$ cat config.mk
export PLATFORM = sky130hd
export DESIGN_NAME = pifo_root_ctrl_flat
export DESIGN_NICKNAME = d
export VERILOG_FILES = /design/src/rtl/pifo_root_ctrl_if.sv /design/src/rtl/pifo_root_ctrl.sv /design/src/flat_wrapper.sv
export SDC_FILE = /design/constraint.sdc
export NUM_CORES = 1
export LEC_CHECK = 0
export ABC_AREA = 1
export CAP_MARGIN = 20
export CORE_MARGIN = 2
export CORE_UTILIZATION = 43
export CTS_BUF_LIST = sky130_fd_sc_hd__clkbuf_16
export CTS_CLUSTER_DIAMETER = 150
export CTS_CLUSTER_SIZE = 20
export DETAILED_ROUTE_END_ITERATION = 8
export GPL_ROUTABILITY_DRIVEN = 0
export PLACE_DENSITY = 0.79
export SLEW_MARGIN = 40
export SYNTH_ARGS = -nofsm -noshare
export SYNTH_HDL_FRONTEND = slang
export SYNTH_SLANG_ARGS = --single-unit
$ cat constraint.sdc
create_clock -name i_clk -period 4.2 [get_ports i_clk]
set_clock_uncertainty 0.1 [all_clocks]
set_input_delay 1.26 -clock i_clk [delete_from_list [all_inputs] [get_ports i_clk]]
set_output_delay 1.26 -clock i_clk [all_outputs]
set_load 0.1 [all_outputs]
$ cat src/rtl/pifo_root_ctrl_if.sv
`default_nettype none
// ============================================================================
// Module : pifo_root_ctrl_if
// Brief  : Push / pop / dequeue handshake bundle for the PIFO root controller.
// Rev    : 1.0
// ============================================================================
interface pifo_root_ctrl_if #(
  parameter int DW = 48
) ();
  logic          i_push_valid;
  logic          o_push_ready;
  logic [DW-1:0] i_push_data;
  logic          i_pop_valid;
  logic          o_pop_ready;
  logic          o_deq_valid;
  logic          i_deq_ready;
  logic [DW-1:0] o_deq_data;

  modport master (
    output i_push_valid, i_push_data, i_pop_valid, i_deq_ready,
    input  o_push_ready, o_pop_ready, o_deq_valid, o_deq_data
  );

  modport slave (
    input  i_push_valid, i_push_data, i_pop_valid, i_deq_ready,
    output o_push_ready, o_pop_ready, o_deq_valid, o_deq_data
  );
endinterface
`default_nettype wire

$ cat src/rtl/pifo_root_ctrl.sv
`default_nettype none
// ============================================================================
// Module : pifo_root_ctrl
// Brief  : Front-end for the SRAM PIFO tree: merges push/pop, sequences the
//          root pop bubble, tracks occupancy, holds one dequeued entry.
// Rev    : 1.0
// ============================================================================
module pifo_root_ctrl #(
  parameter int PTW  = 16,
  parameter int MTW  = 32,
  parameter int CAP  = 1024,
  parameter int CNTW = 11
) (
  input  wire logic                 i_clk,
  input  wire logic                 i_rst,
  pifo_root_ctrl_if.slave           bus,
  output logic                      o_root_push,
  output logic [MTW+PTW-1:0]        o_root_push_data,
  output logic                      o_root_pop,
  input  wire logic [MTW+PTW-1:0]   i_root_pop_data,
  output logic [CNTW-1:0]           o_count,
  output logic                      o_empty,
  output logic                      o_full
);
  localparam int DW = MTW + PTW;

  typedef enum logic [1:0] {
    S_RDY   = 2'd0,
    S_ISSUE = 2'd1,
    S_CAPT  = 2'd2
  } state_t;

  state_t            state_q, state_d;
  logic [CNTW-1:0]   count_q, count_d;
  logic              root_push_q, root_push_d;
  logic              root_pop_q, root_pop_d;
  logic [DW-1:0]     root_push_data_q, root_push_data_d;
  logic              deq_valid_q, deq_valid_d;
  logic [DW-1:0]     deq_data_q, deq_data_d;

  logic empty, full, pop_ready, pop_hs, push_ready, push_hs;

  always_comb begin
    empty      = (count_q == '0);
    full       = (count_q == CNTW'(CAP));
    // Pop needs a free deq slot by the time the result lands; readies drop in reset.
    pop_ready  = !i_rst && (state_q == S_RDY) && !empty &&
                 (!deq_valid_q || bus.i_deq_ready);
    pop_hs     = bus.i_pop_valid && pop_ready;
    push_ready = !i_rst && ((state_q == S_RDY) || (state_q == S_CAPT)) &&
                 (!full || pop_hs);
    push_hs    = bus.i_push_valid && push_ready;

    root_push_d      = push_hs;
    root_pop_d       = pop_hs;
    root_push_data_d = push_hs ? bus.i_push_data : root_push_data_q;

    state_d = state_q;
    case (state_q)
      S_RDY:   if (pop_hs) state_d = S_ISSUE;
      S_ISSUE: state_d = S_CAPT;
      S_CAPT:  state_d = S_RDY;
      default: state_d = S_RDY;
    endcase

    deq_valid_d = deq_valid_q;
    deq_data_d  = deq_data_q;
    if (state_q == S_CAPT) begin
      deq_valid_d = 1'b1;
      deq_data_d  = i_root_pop_data;
    end else if (bus.i_deq_ready) begin
      deq_valid_d = 1'b0;
    end

    count_d = count_q;
    if (push_hs && !pop_hs)
      count_d = count_q + CNTW'(1);
    else if (pop_hs && !push_hs)
      count_d = count_q - CNTW'(1);
  end

  always_ff @(posedge i_clk) begin
    if (i_rst) begin
      state_q          <= S_RDY;
      count_q          <= '0;
      root_push_q      <= 1'b0;
      root_pop_q       <= 1'b0;
      root_push_data_q <= '0;
      deq_valid_q      <= 1'b0;
      deq_data_q       <= '0;
    end else begin
      state_q          <= state_d;
      count_q          <= count_d;
      root_push_q      <= root_push_d;
      root_pop_q       <= root_pop_d;
      root_push_data_q <= root_push_data_d;
      deq_valid_q      <= deq_valid_d;
      deq_data_q       <= deq_data_d;
    end
  end

  assign bus.o_push_ready = push_ready;
  assign bus.o_pop_ready  = pop_ready;
  assign bus.o_deq_valid  = deq_valid_q;
  assign bus.o_deq_data   = deq_data_q;
  assign o_root_push      = root_push_q;
  assign o_root_pop       = root_pop_q;
  assign o_root_push_data = root_push_data_q;
  assign o_count          = count_q;
  assign o_empty          = empty;
  assign o_full           = full;
endmodule
`default_nettype wire
$ cat src/flat_wrapper.sv
// flat-port wrapper written by rule: the top's interface ports become plain ports
module pifo_root_ctrl_flat 
#(
  parameter int PTW  = 16,
  parameter int MTW  = 32,
  parameter int CAP  = 1024,
  parameter int CNTW = 11
)
  (i_clk, i_rst, o_root_push, o_root_push_data, o_root_pop, i_root_pop_data, o_count, o_empty, o_full, bus_i_push_valid, bus_i_push_data, bus_i_pop_valid, bus_i_deq_ready, bus_o_push_ready, bus_o_pop_ready, bus_o_deq_valid, bus_o_deq_data);
  pifo_root_ctrl_if bus_i ();
  input  wire logic i_clk;
  input  wire logic i_rst;
  output logic o_root_push;
  output logic [MTW+PTW-1:0] o_root_push_data;
  output logic o_root_pop;
  input  wire logic [MTW+PTW-1:0] i_root_pop_data;
  output logic [CNTW-1:0] o_count;
  output logic o_empty;
  output logic o_full;
  input wire logic [$bits(bus_i.i_push_valid)-1:0] bus_i_push_valid;
  input wire logic [$bits(bus_i.i_push_data)-1:0] bus_i_push_data;
  input wire logic [$bits(bus_i.i_pop_valid)-1:0] bus_i_pop_valid;
  input wire logic [$bits(bus_i.i_deq_ready)-1:0] bus_i_deq_ready;
  output wire logic [$bits(bus_i.o_push_ready)-1:0] bus_o_push_ready;
  output wire logic [$bits(bus_i.o_pop_ready)-1:0] bus_o_pop_ready;
  output wire logic [$bits(bus_i.o_deq_valid)-1:0] bus_o_deq_valid;
  output wire logic [$bits(bus_i.o_deq_data)-1:0] bus_o_deq_data;
  assign bus_i.i_push_valid = bus_i_push_valid;
  assign bus_i.i_push_data = bus_i_push_data;
  assign bus_i.i_pop_valid = bus_i_pop_valid;
  assign bus_i.i_deq_ready = bus_i_deq_ready;
  assign bus_o_push_ready = bus_i.o_push_ready;
  assign bus_o_pop_ready = bus_i.o_pop_ready;
  assign bus_o_deq_valid = bus_i.o_deq_valid;
  assign bus_o_deq_data = bus_i.o_deq_data;
  pifo_root_ctrl #(.PTW(PTW), .MTW(MTW), .CAP(CAP), .CNTW(CNTW)) u_core (.i_clk(i_clk), .i_rst(i_rst), .bus(bus_i), .o_root_push(o_root_push), .o_root_push_data(o_root_push_data), .o_root_pop(o_root_pop), .i_root_pop_data(i_root_pop_data), .o_count(o_count), .o_empty(o_empty), .o_full(o_full));
endmodule
==> results of run 1 <==
==> cell families after synthesis <==
kind of cell / count (synthesis) / synth area share
xor gates and xnor gates: 7 / 0.0117
buffers and inverters: 221 / 0.162
and+or+nand+nor: 373 / 0.297
DFF: 112 / 0.428
AOI/OAI and AO/OA: 75 / 0.0745
adders and majority gates: 11 / 0.0277
==> power by group through the flow <==
stage / Clock [W] / Combinational [W] / Sequential, W
3_5_place_dp: 0 / 0.00212 / 0.00131
2_1_floorplan: 0 / 0.000749 / 0.00222
6_report: 0.000847 / 0.00213 / 0.00129
4_1_cts: 0.000874 / 0.00213 / 0.00129
5_1_grt: 0.000915 / 0.00228 / 0.00130
3_3_place_gp: 0 / 0.00222 / 0.00131
==> sequential cells by signal, indices dropped and copies added, names as in the netlist <==
name / count
u_core.bus.o_deq_data: 48
u_core.o_root_push_data: 48
u_core.o_count: 11
u_core.state_q: 2
u_core.bus.o_deq_valid: 1
u_core.o_root_pop: 1
u_core.o_root_push: 1
==> routing by layer <==
metal | vias up | share of wire
met5 | - | 0
met4 | 0 | 0.015
met3 | 15 | 0.093
met2 | 175 | 0.45
met1 | 2326 | 0.44
li1 | 2809 | -
==> synthesized netlist by cell type <==
library cell and n:
inv_1 176, nor2_1 174, nand2_1 131, dfxtp_1 112, o21ai_0 54, nand4_1 50
clkbuf_1 23, nand3_1 14, a21oi_1 12, ha_1 10, buf_1 9, buf_2 8
xor2_1 4, nor3_1 3, o21ai_1 3, xnor2_1 3, a21o_1 2, buf_4 2
clkinv_1 2, o21bai_1 2, a21boi_0 1, fa_1 1, inv_2 1, nor2_4 1
o211ai_1 1
==> final timing paths <==
kind / to / cells after the start / slack (ps) / from
hold reg to reg: u_core.bus.o_deq_data[9] / 2 / 400 / u_core.bus.o_deq_data[9]
setup / recovery: bus_o_push_ready / 7 / 200 / i_rst
hold / removal: u_core.bus.o_deq_data[9] / 2 / 400 / u_core.bus.o_deq_data[9]
setup reg to reg: u_core.o_count[9] / 19 / 1160 / u_core.o_count[0]
==> worst max-delay path, cell delays in order <==
cell and delay [ps]:
clkdlybuf4s50_1 460, nor2_4 150, nand2_1 80, nor2_1 90, nand3_1 170, a21boi_2 240
buf_12 200
==> per-stage QoR <==
stage / cell area, µm² / setup WS, ps
finish: 7350 / 200
global route: 7350 / 65.1
CTS: 7350 / 204
detailed placement: 7060 / 40.0
global placement: 7590 / 128
floorplan: 5270 / 130
==> area by class of cell <==
| type | instances | share of cell area |
|---|---|---|
| Timing Repair Buffer | 234 | 0.242 |
| Sequential cell | 112 | 0.305 |
| Inverter | 179 | 0.0914 |
| Multi-Input combinational cell | 466 | 0.297 |
| Clock inverter | 7 | 0.00868 |
| Tap cell | 147 | 0.0250 |
| Clock buffer | 9 | 0.0306 |
==> layout by cell type (no fill, tap or decap), types with 4 or more instances in the layout <==
| cell | synthesis | layout |
|---|---|---|
| clkbuf_16 | 0 | 9 |
| ha_1 | 10 | 10 |
| inv_1 | 176 | 177 |
| nand4_1 | 50 | 50 |
| a21oi_1 | 12 | 12 |
| o21ai_0 | 54 | 54 |
| nand2_1 | 131 | 131 |
| xor2_1 | 4 | 4 |
| nand3_1 | 14 | 13 |
| dfxtp_1 | 112 | 111 |
| nor2_1 | 174 | 173 |
| buf_2 | 8 | 106 |
| clkdlybuf4s50_1 | 0 | 100 |
| buf_4 | 2 | 25 |
==> results by group, run 1 <==
Outcome
  – Status: completed

STA
  – Final setup violation count: 0
  – RSZ-0062 raised after global routing: false
  – Slew margin rel.: 0.594
  – FMAX: between 0.2 and 0.25 GHz
  – Final worst path period need: 4000 ps
  – Worst Tran Pin Value: 608 ps
  – Final period utilization: 0.952
  – Final count of hold timing violations: 0
  – Hold slack: 399 ps
  – Post-Route Setup TNS: 0 ps
  – Fin. max-slew vios: 0

Power and ir drop
  – Leakage Power: about 4 nW
  – Combinational share of power: 0.499
  – Max VDD drop: 372 µV
  – Net switching power: ~0.0021 W
  – Power density over cell area: 580 nW/µm²
  – Clock power frac: 0.199
  – Final Power: 0.00427 W
  – Sequential power share: 0.302
  – Internal: ~0.0022 W
  – Net Sw Frac: 0.488

Route
  – Antenna Violating Nets Remaining: 0
  – Avg WL per Cell: 12.1 µm
  – Post-route DRC: 0
  – Drt initial violations: ~390
  – DRT Wirelength: 14.0 mm
  – DR pass1 iterations: 5
  – Via count: 5,325
  – Vias per cell: about 4.6

Clocking
  – Worst-skew pair later-pin latency: 350 ps
  – CTS tree: built
  – Post-CTS setup buffers: 0
  – H-tree depth: 3
  – Worst-path clk slew: 70 ps
  – Longest Clk Path Bufs: 2
  – Clk root buf: clkbuf_16
  – # hold bufs at CTS: 0
  – TritonCTS Sinks: 112
  – PostCTS Resize Cnt: 0
  – Cts bufs inserted: 9

Global route
  – GRT overflow: 0
  – Met2 Use GR: 0.336
  – Pin count of the biggest net entering global routing: 50
  – Grt peak-use layer: met2
  – First-pass GRT wire length: 22.6 mm
  – Met3 Resource Use GR: 0.0635
  – Tot GR Track Use: 0.212
  – Initial antenna violation count: 0
  – Met1 GRT Util: 0.272
  – Vias in the first global route: 4,846

Placed design
  – Port bufs: 214
  – Post-DP HPWL: 9.78 mm
  – Placed cells: 1,138

Setup path
  – Req. time, crit path: 2840 ps
  – WP data arrival: 2640 ps
  – Critical-path maximum fanout: 4
  – Setup crit end kind: output port
  – Critical Path Source Type: primary input
  – Crit Path Category: in2out

Synth
  – Top cell type's share of synthesized area: 0.428
  – Synth Warn #: 0
  – Register bit total from synthesis: around 110
  – Yosys cell types: 25
  – Synth Area per Inst: 6.56 µm²
  – Net Count, Synth: 911
  – Synth Instances: 799
  – Register area share after synthesis: 0.428
  – Largest area contributor in the netlist: dfxtp_1
  – Area of the mapped netlist: 5240 µm²
  – Top post-synthesis cells by area: dfxtp_1 43%, inv_1 13%, nor2_1 12%

Layout
  – Finished Layout Cells: 1,154
  – Post-route core utilization: 0.615
  – Layout area overhead: 40.3%
  – Final net count: 1,114
  – Diode count: 0
  – FF/Latch Area: 2240 µm²
  – Ratio of cells with drive above 1 in the final layout: 0.157
  – Fillcell total: 1,123
  – Area of the multi-input gates: 2180 µm²

Floorplan
  – Die ar.: around 13,000 µm²
  – Row cnt: 40
  – Die H: 114 µm
  – Ports: 215
  – Core area: around 12,000 µm²
  – Width of the die: 114 µm
  – Initial Util: 0.438

Job
  – Max_cap viols: 0

Worst hold path
  – Worst Hold Class: reg2reg
Note: power is estimated with default switching activity, not from simulation.
==> inputs of run 2 (changes only) <==
--- a/config.mk
+++ b/config.mk
@@ -14,7 +14,7 @@
 export CTS_CLUSTER_SIZE = 20
 export DETAILED_ROUTE_END_ITERATION = 8
 export GPL_ROUTABILITY_DRIVEN = 0
-export PLACE_DENSITY = 0.79
+export PLACE_DENSITY = 0.88
 export SLEW_MARGIN = 40
 export SYNTH_ARGS = -nofsm -noshare
 export SYNTH_HDL_FRONTEND = slang
==> results by group, run 2 (synthesis results as in run 1) <==
Setup path
  – Crit path cell chain: clkdlybuf4s50_1 > nor2_4 > nand2_1 > nor2_1 > nand3_1 > a21boi_2 > buf_12
  – WP data arrival: 2670 ps (+30 ps)
  – Crit Path Category: in2out
  – Req. time, crit path: 2840 ps (about the same)
  – Critical Path Source Type: primary input
  – Slowest stage cell, crit path: clkdlybuf4s50_1
  – Setup crit end kind: output port
  – Critical-path maximum fanout: 4 (unchanged)
  – Max incr delay on CP: 460 ps (about the same)

Clocking
  – Worst-path clk slew: 70 ps (about the same)
  – Longest Clk Path Bufs: 2 (unchanged)
  – TritonCTS Sinks: 112 (unchanged)
  – CTS tree: built
  – H-tree depth: 3 (unchanged)
  – Post-CTS setup buffers: 0 (unchanged)
  – Cts bufs inserted: 9 (unchanged)
  – Clk root buf: clkbuf_16
  – Worst-skew pair later-pin latency: 340 ps (about the same)

Global route
  – GRT overflow: 0 (unchanged)
  – Tot GR Track Use: 0.213 (+0.00103)
  – Pin count of the biggest net entering global routing: 61 (+22%)
  – Initial antenna violation count: 0 (unchanged)
  – Vias in the first global route: 5,054 (+4.3%)
  – First-pass GRT wire length: 22.8 mm (+0.95%)

Route
  – Drt initial violations: 399 (+3.1%)
  – DR pass1 iterations: 5 (unchanged)
  – DRT Wirelength: 13.9 mm (-0.80%)
  – Via count: 5,369 (+0.83%)
  – Post-route DRC: 0 (unchanged)
  – Avg WL per Cell: 12.0 µm (-0.80%)
  – Antenna Violating Nets Remaining: 0 (unchanged)
  – Vias per cell: 4.65 (+0.83%)

Job
  – Max_cap viols: 0 (unchanged)

Layout
  – Final net count: 1,114 (unchanged)
  – Layout area overhead: 39.7%
  – Ratio of cells with drive above 1 in the final layout: 0.157 (unchanged)
  – Diode count: 0 (unchanged)
  – Final instance area: 7320 µm² (-0.41%)
  – Most frequent cells in the layout: 176 x inv_1, 173 x nor2_1, 131 x nand2_1
  – Most common cell after layout, fill and taps aside: inv_1
  – Finished Layout Cells: 1,154 (unchanged)

Placed design
  – Port bufs: 214 (unchanged)
  – Placed Area: 7050 µm² (-0.18%)
  – Placed cells: 1,138 (unchanged)
  – Post-DP HPWL: 9.75 mm (-0.27%)

Floorplan
  – Die ar.: 13,100 µm² (unchanged)
  – Ports: 215 (unchanged)
  – Core area: 12,000 µm² (unchanged)
  – Width of the die: 114 µm (unchanged)
  – Row cnt: 40 (unchanged)
  – Die H: 114 µm (unchanged)
  – Initial Util: 0.438 (unchanged)

Power and ir drop
  – Sequential power share: 0.305 (+0.003)
  – Power density over cell area: 576 nW/µm² (-0.72%)
  – Internal: 0.00213 W (-2.6%)
  – Max VDD drop: 357 µV (-3.9%)
  – Leakage Power: 4.09 nW (-0.43%)
  – Net switching power: 0.00209 W (+0.40%)
  – Final Power: 0.00422 W (-1.1%)
  – Net Sw Frac: 0.496 (+0.00751)
  – Combinational share of power: 0.506 (+0.007)
  – Clock power frac: 0.189 (-0.010)

STA
  – Worst Tran Pin Value: 528 ps (-80.8 ps)
  – Fin. max-slew vios: 0 (unchanged)
  – Slew margin rel.: 0.648 (+0.0544)
  – Final count of hold timing violations: 0 (unchanged)
  – Final setup violation count: 0 (unchanged)
  – RSZ-0062 raised after global routing: false
  – Final period utilization: 0.959 (+0.00655)
  – Final worst path period need: 4030 ps (+27.5 ps)
  – FMAX: 0.248 GHz (-0.68%)
  – Post-Route Setup TNS: 0 ps (unchanged)

Outcome
  – Status: completed

Worst hold path
  – Worst Hold Class: reg2reg
## run 2: cell types whose count changed in the layout (fill, tap and decap cells not counted), sizes merged
| cell | change |
|---|---|
| clkinv | +1 |
| bufinv | -1 |
## run 2: worst paths after layout
path	start	end	slack, ps	depth (start not counted)
worst max register to register	u_core.o_count[0]	u_core.o_count[5]	1270	17
worst min register to register	u_core.state_q[1]	u_core.state_q[1]	390	3
worst min-delay path	u_core.state_q[1]	u_core.state_q[1]	390	3
worst max-delay path	i_rst	bus_o_push_ready	170	7
## run 2: power by group through the flow
| stage | combinational (W) | clock [W] | sequential (W) |
|---|---|---|---|
| 2_1_floorplan | 0.000749 | 0 | 0.00222 |
| 3_3_place_gp | 0.00222 | 0 | 0.00131 |
| 3_5_place_dp | 0.00213 | 0 | 0.00131 |
| 4_1_cts | 0.00214 | 0.000815 | 0.00129 |
| 5_1_grt | 0.00229 | 0.000855 | 0.00130 |
| 6_report | 0.00213 | 0.000796 | 0.00129 |
## run 2: timing repair
item / in CTS / in global routing
endpoints found under the setup margin: 0 / 2
gates resized for setup: 0 / 1
hold buffers: 0 / 0
## run 2: layer usage
metal / track usage / share of wire
met1: 0.261 / 0.44
met3: 0.0651 / 0.090
met5: 0 / 0
met2: 0.348 / 0.45
met4: 0.0878 / 0.021
## run 2: layout make-up
type                            count  area (µm²)
Tap cell                          147         184
Inverter                          179         672
Multi-Input combinational cell    466        2180
Timing Repair Buffer              234        1770
Clock inverter                      7        46.3
Sequential cell                   112        2240
Clock buffer                        9         225
Fill cell                        1088        4640
## run 2: per-stage QoR
stage | setup slack (ps) | utilization | hold slack, ps
final | 172 | 0.612 | 394
after global placement | 145 | 0.634 | 377
after floorplan | 130 | - | 355
after CTS | 156 | 0.612 | 395
after global routing | 43.3 | 0.612 | 429
after detailed placement | -2.84 | 0.589 | 382
## run 2: critical path: cells and delay by family
family | cells | cell delay, ps
compound gates | 1 | 230
buf+inv | 2 | 660
simple gates | 4 | 510
==> patch 1, RTL diff (flow settings as in run 1) <==
Encoding of `state_t`: now one-hot (3 bits for 3 states).
--- a/src/rtl/pifo_root_ctrl.sv
+++ b/src/rtl/pifo_root_ctrl.sv
@@ -25,8 +25,8 @@
   localparam int DW = MTW + PTW;
 
-  typedef enum logic [1:0] {
-    S_RDY   = 2'd0,
-    S_ISSUE = 2'd1,
-    S_CAPT  = 2'd2
+  typedef enum logic [2:0] {
+    S_RDY   = 3'b001,
+    S_ISSUE = 3'b010,
+    S_CAPT  = 3'b100
   } state_t;
 
Formal check against the unedited RTL: no difference found for any inputs over 10 cycles, from zero or initial values and one cycle with i_rst high; not proved beyond that.
==> patch 1 against run 1 <==
Power up 35%; critical path depth increased by 2; cell area is 3.9% higher; wire length up 4.5%; sequential power rose by 5%; setup slack improved by 56 ps; sequential cell count grew 1; critical endpoint unchanged; synthesized area up 1.1%; register-to-register slack about the same.
==> patch 1: results (changes against run 1) <==
- The count of buffers inserted at the top-level ports was 214 (unchanged).
- The post-synthesis cell type count is 28 (was 25).
- The destination of the worst register-to-register timing path is u_core.o_count[8]$_SDFFE_PP0P_ (was u_core.o_count[9]$_SDFFE_PP0P_).
- The total vias in the final route was 5377 (was 5325).
- Synth top cells by count: inv_1 (179), nor2_1 (175), nand2_1 (128), dfxtp_1 (113), o21ai_0 (55) (was inv_1 (176), nor2_1 (174), nand2_1 (131), dfxtp_1 (112), o21ai_0 (54)).
- The CTS clock-pin slew for the worst setup and hold paths is 50 ps (was 70 ps).
- The starting DRC count in detailed routing is 427 (was 387).
- The sequential cell area fraction in the yosys report is 42.7% (was 42.8%).
- The share of layout cells above drive strength 1 is 16.0% (was 15.7%).
- The clock latency on the worst-skew pair is 410 ps (was 350 ps).
- The depth of the worst register-to-register path is 17 (was 19).
- The commonest register cell after synthesis is dfxtp_1 (unchanged).
- The end of the worst hold path is u_core.state_q[2]$_SDFFE_PP0P_ (was u_core.bus.o_deq_data[9]$_SDFFE_PP0P_).
- The total routing resource utilization after global routing is 22.0% (was 21.2%).
- Synth area leaders: dfxtp_1 (43%), inv_1 (13%), nor2_1 (12%) (unchanged).
- The number of nets in the final layout is 1120 (was 1114).
- The number of global-route vias before repair is 4850 (was 4846).
- The average detailed-routed wire length per instance is 12.5 um (was 12.1 um).
- The final HPWL from detailed placement is 9700 um (was 9780 um).
- The worst-case register-to-register setup slack is 1160 ps (about the same).
- The deepest level of the CTS H-tree was 4 (was 3).
- The launch instance of the worst min-delay path is u_core.state_q[0]$_SDFFE_PP1P_ (was u_core.bus.o_deq_data[9]$_SDFFE_PP0P_).
- The length of the first detailed-routing pass in iterations is 4 (was 5).
- The tightest slew margin relative to the limit is 55.1% (was 59.4%).
- Status: completed (unchanged).
- The net load switching power came to 2.82 mW (was 2.08 mW).
- The global-route wire length before repair is 23100 um (was 22600 um).
- The largest net degree at the start of global routing is 98 (was 50).
- The number of cells traversed by the worst hold path is 1 (was 2).
- The worst IR drop on VDD is 528 uV (was 372 uV).
- The number of buffers added by the clock tree synthesis step is 17 (was 9).
- The fill cell instance count of the final layout is 1138 (was 1123).
- The net count of the mapped netlist came to 917 (was 911).
[patch 1: how the worst max path moves through the flow]
stage	slack (ps)	cells after the start	end	start
2_1_floorplan	110	6	bus_o_pop_ready	u_core.o_count[0]$_SDFFE_PP0P_
3_3_place_gp	100	19	u_core.o_count[8]$_SDFFE_PP0P_	i_rst
3_5_place_dp	30	17	u_core.o_count[8]$_SDFFE_PP0P_	i_rst
4_1_cts	240	9	bus_o_push_ready	i_rst
5_1_grt	140	9	bus_o_push_ready	i_rst
6_report	260	9	bus_o_push_ready	i_rst
[patch 1: critical path, stage by stage]
cell and delay [ps]:
clkdlybuf4s50_1 440, inv_2 80, nand3_1 90, nor2_1 150, nand3_2 140, nand2_2 100
nand2_1 50, inv_1 90, buf_12 180
[patch 1: layout make-up]
class                   instances  share of cell area, %
clock buffers                  17                   5.57
clock inverters                15                   2.31
inverters                     182                   8.94
multi-input cells             468                   28.8
flip-flops and latches        113                   29.6
well taps                     147                   2.41
repair buffers                226                   22.4
[patch 1: cells by family (layout without fill, tap and decap cells)]
family,Yosys count,after routing,synth area share [%]
and+or+nand+nor,375,375,29.8
buffers and inverters,224,440,16.3
DFF,113,113,42.7
AOI/OAI and AO/OA,75,75,7.37
adders and majority gates,11,11,2.74
xor gates and xnor gates,7,7,1.16
[patch 1: power by group through the flow]
stage               Clock (mW)  Sequential, mW  Combinational (mW)
floorplan                    0            2.47                1.25
global placement             0            1.38                3.04
detailed placement           0            1.38                2.93
CTS                       1.50            1.35                2.95
global route              1.54            1.38                3.19
finish                    1.47            1.35                2.94
[patch 1: routing by layer]
metal  GRT usage [%]  share of wire, %  wire length, um
met3            7.54               7.8             1140
met2            35.5                45             6650
met4            8.27               2.1              304
met1            27.3                45             6550
met5               0                 0                0
[patch 1: metrics by stage]
stage	cell area [um^2]	instances	setup slack (ps)	power, mW	hold WS, ps
2_1_floorplan	5320	805	110	3.72	307
3_3_place_gp	7570	1136	103	4.42	331
3_5_place_dp	7040	1136	26.7	4.30	330
4_1_cts	7640	1168	240	5.80	337
5_1_grt	7640	1168	142	6.10	354
6_report	7640	1168	256	5.77	333
==> patch 2, RTL diff (config.mk and constraints of run 1) <==
Made on the original files. `CNTW` is set to 11 in 2 places; all go to 22.
--- a/src/rtl/pifo_root_ctrl.sv
+++ b/src/rtl/pifo_root_ctrl.sv
@@ -10,5 +10,5 @@
   parameter int MTW  = 32,
   parameter int CAP  = 1024,
-  parameter int CNTW = 11
+  parameter int CNTW = 22
 ) (
   input  wire logic                 i_clk,
--- a/src/flat_wrapper.sv
+++ b/src/flat_wrapper.sv
@@ -5,5 +5,5 @@
   parameter int MTW  = 32,
   parameter int CAP  = 1024,
-  parameter int CNTW = 11
+  parameter int CNTW = 22
 )
   (i_clk, i_rst, o_root_push, o_root_push_data, o_root_pop, i_root_pop_data, o_count, o_empty, o_full, bus_i_push_valid, bus_i_push_data, bus_i_pop_valid, bus_i_deq_ready, bus_o_push_ready, bus_o_pop_ready, bus_o_deq_valid, bus_o_deq_data);
Interface: changed (resized o_count); port bits go from 215 to 226. No check against the original RTL was run, so the function may have changed too.
==> patch 2 against run 1 <==
Wire length rose by 40%; synthesized area rose by 27%; setup slack got worse by 28 ps; maximum frequency fell by 0.69%; sequential cell count rose by 11; cell area rose by 28%; power rose by 12%; count of clock-buffer cells in the layout rose by 8; largest cell class is now multi-input combinational cells.
==> patch 2: results (changes against run 1) <==
- The clock distribution area overhead in the final layout is 5.97% (was 3.93%).
- The post-placement setup slack was -242 ps (was 40.0 ps).
- The multi-input gate share of total cell area is 33.6% (was 29.7%).
- The sequential cell area fraction in the yosys report came to 36.9% (was 42.8%).
- The worst-margin pin slew is 516 ps (was 608 ps).
- The count of buffers inserted at the top-level ports is 225 (was 214).
- Synth area leaders: dfxtp_1 (37%), inv_1 (13%), nand2_1 (13%) (was dfxtp_1 (43%), inv_1 (13%), nor2_1 (12%)).
- The number of global-route vias before repair came to 6590 (was 4846).
- The worst IR drop on VDD is 260 uV (was 372 uV).
- The starting DRC count in detailed routing is 506 (was 387).
- The data arrival time at the worst-slack endpoint is 2670 ps (was 2640 ps).
- The final HPWL from detailed placement is 14000 um (was 9780 um).
- The number of multi-input combinational cells in the layout is 677 (was 466).
- The met3 track demand over resource is 4.99% (was 6.35%).
- The xor-xnor portion of the synthesized cell area is 1.18% (was 1.17%).
- The number of nets in the final layout is 1456 (was 1114).
- Synth top cells by count: inv_1 (237), nand2_1 (237), nor2_1 (223), dfxtp_1 (123), o21ai_0 (60) (was inv_1 (176), nor2_1 (174), nand2_1 (131), dfxtp_1 (112), o21ai_0 (54)).
- The met2 global-route usage is 38.9% (was 33.6%).
- The register fraction of the total cell area is 26.2% (was 30.5%).
- The largest net degree at the start of global routing was 62 (was 50).
- The share of layout cells above drive strength 1 is 16.1% (was 15.7%).
- The area fraction in compound gates after synthesis was 6.82% (was 7.45%).
- The relative area of non-clock buffer cells in the final design is 22.2% (was 24.2%).
- Status: completed (unchanged).
- The clock latency on the worst-skew pair is 410 ps (was 350 ps).
- The net count of the mapped netlist is 1209 (was 911).
- The routed wire length came to 19500 um (was 14000 um).
- The post-synthesis share of cell area spent on full adders, half adders and majority gates came to 4.24% (was 2.77%).
- The fill cell instance count of the final layout came to 1408 (was 1123).
- The standby leakage power is 5.35 nW (was 4.10 nW).
-- patch 2: cell count changes in the layout (fill, tap and decap cells not counted), sizes merged, moves of 10 or more --
cell   change
nand2    +106
nand3     +16
buf       +40
dfxtp     +11
nor2      +49
a21oi     +10
inv       +66
ha        +11
-- patch 2: report_power, final --
part	leakage (nW)	switching [mW]	internal, mW	total [mW]
logic	4.07	1.45	0.599	2.05
clock network	0.271	0.581	0.824	1.40
registers	1.01	0.0784	1.27	1.34
-- patch 2: metal layers --
layer  wire [um]  up-vias
met1        8700     3141
met2        8910      251
li1            -     3763
met3        1430       29
met4         503        0
met5           0        -
-- patch 2: per-stage QoR --
stage	area (um^2)	std cells	hold slack [ps]	setup TNS [ps]
6_report	9420	1535	398	0
5_1_grt	9420	1535	430	0
4_1_cts	9410	1534	400	0
3_5_place_dp	8840	1502	382	-2470
3_3_place_gp	9420	1502	377	-1370
2_1_floorplan	6720	1086	351	0
-- patch 2: critical path, delay by kind of cell --
family	cells	cell delay, ps
simple gates	5	630
buf+inv	4	780
-- patch 2: worst paths after layout --
path | from | end | slack (ps) | cells past startpoint
hold reg to reg | u_core.bus.o_deq_data[42]$_SDFFE_PP0P_ | u_core.bus.o_deq_data[42]$_SDFFE_PP0P_ | 400 | 2
setup reg to reg | u_core.o_count[7]$_SDFFE_PP0P_ | u_core.o_count[10]$_SDFFE_PP0P_ | 920 | 20
hold / removal | u_core.bus.o_deq_data[42]$_SDFFE_PP0P_ | u_core.bus.o_deq_data[42]$_SDFFE_PP0P_ | 400 | 2
setup / recovery | bus_i_deq_ready | bus_o_push_ready | 170 | 9
-- patch 2: timing repair --
| item | CTS | global route |
|---|---|---|
| gates resized for setup | 1 | 1 |
| endpoints found under the setup margin | 1 | 9 |
| pin swaps | 0 | 0 |
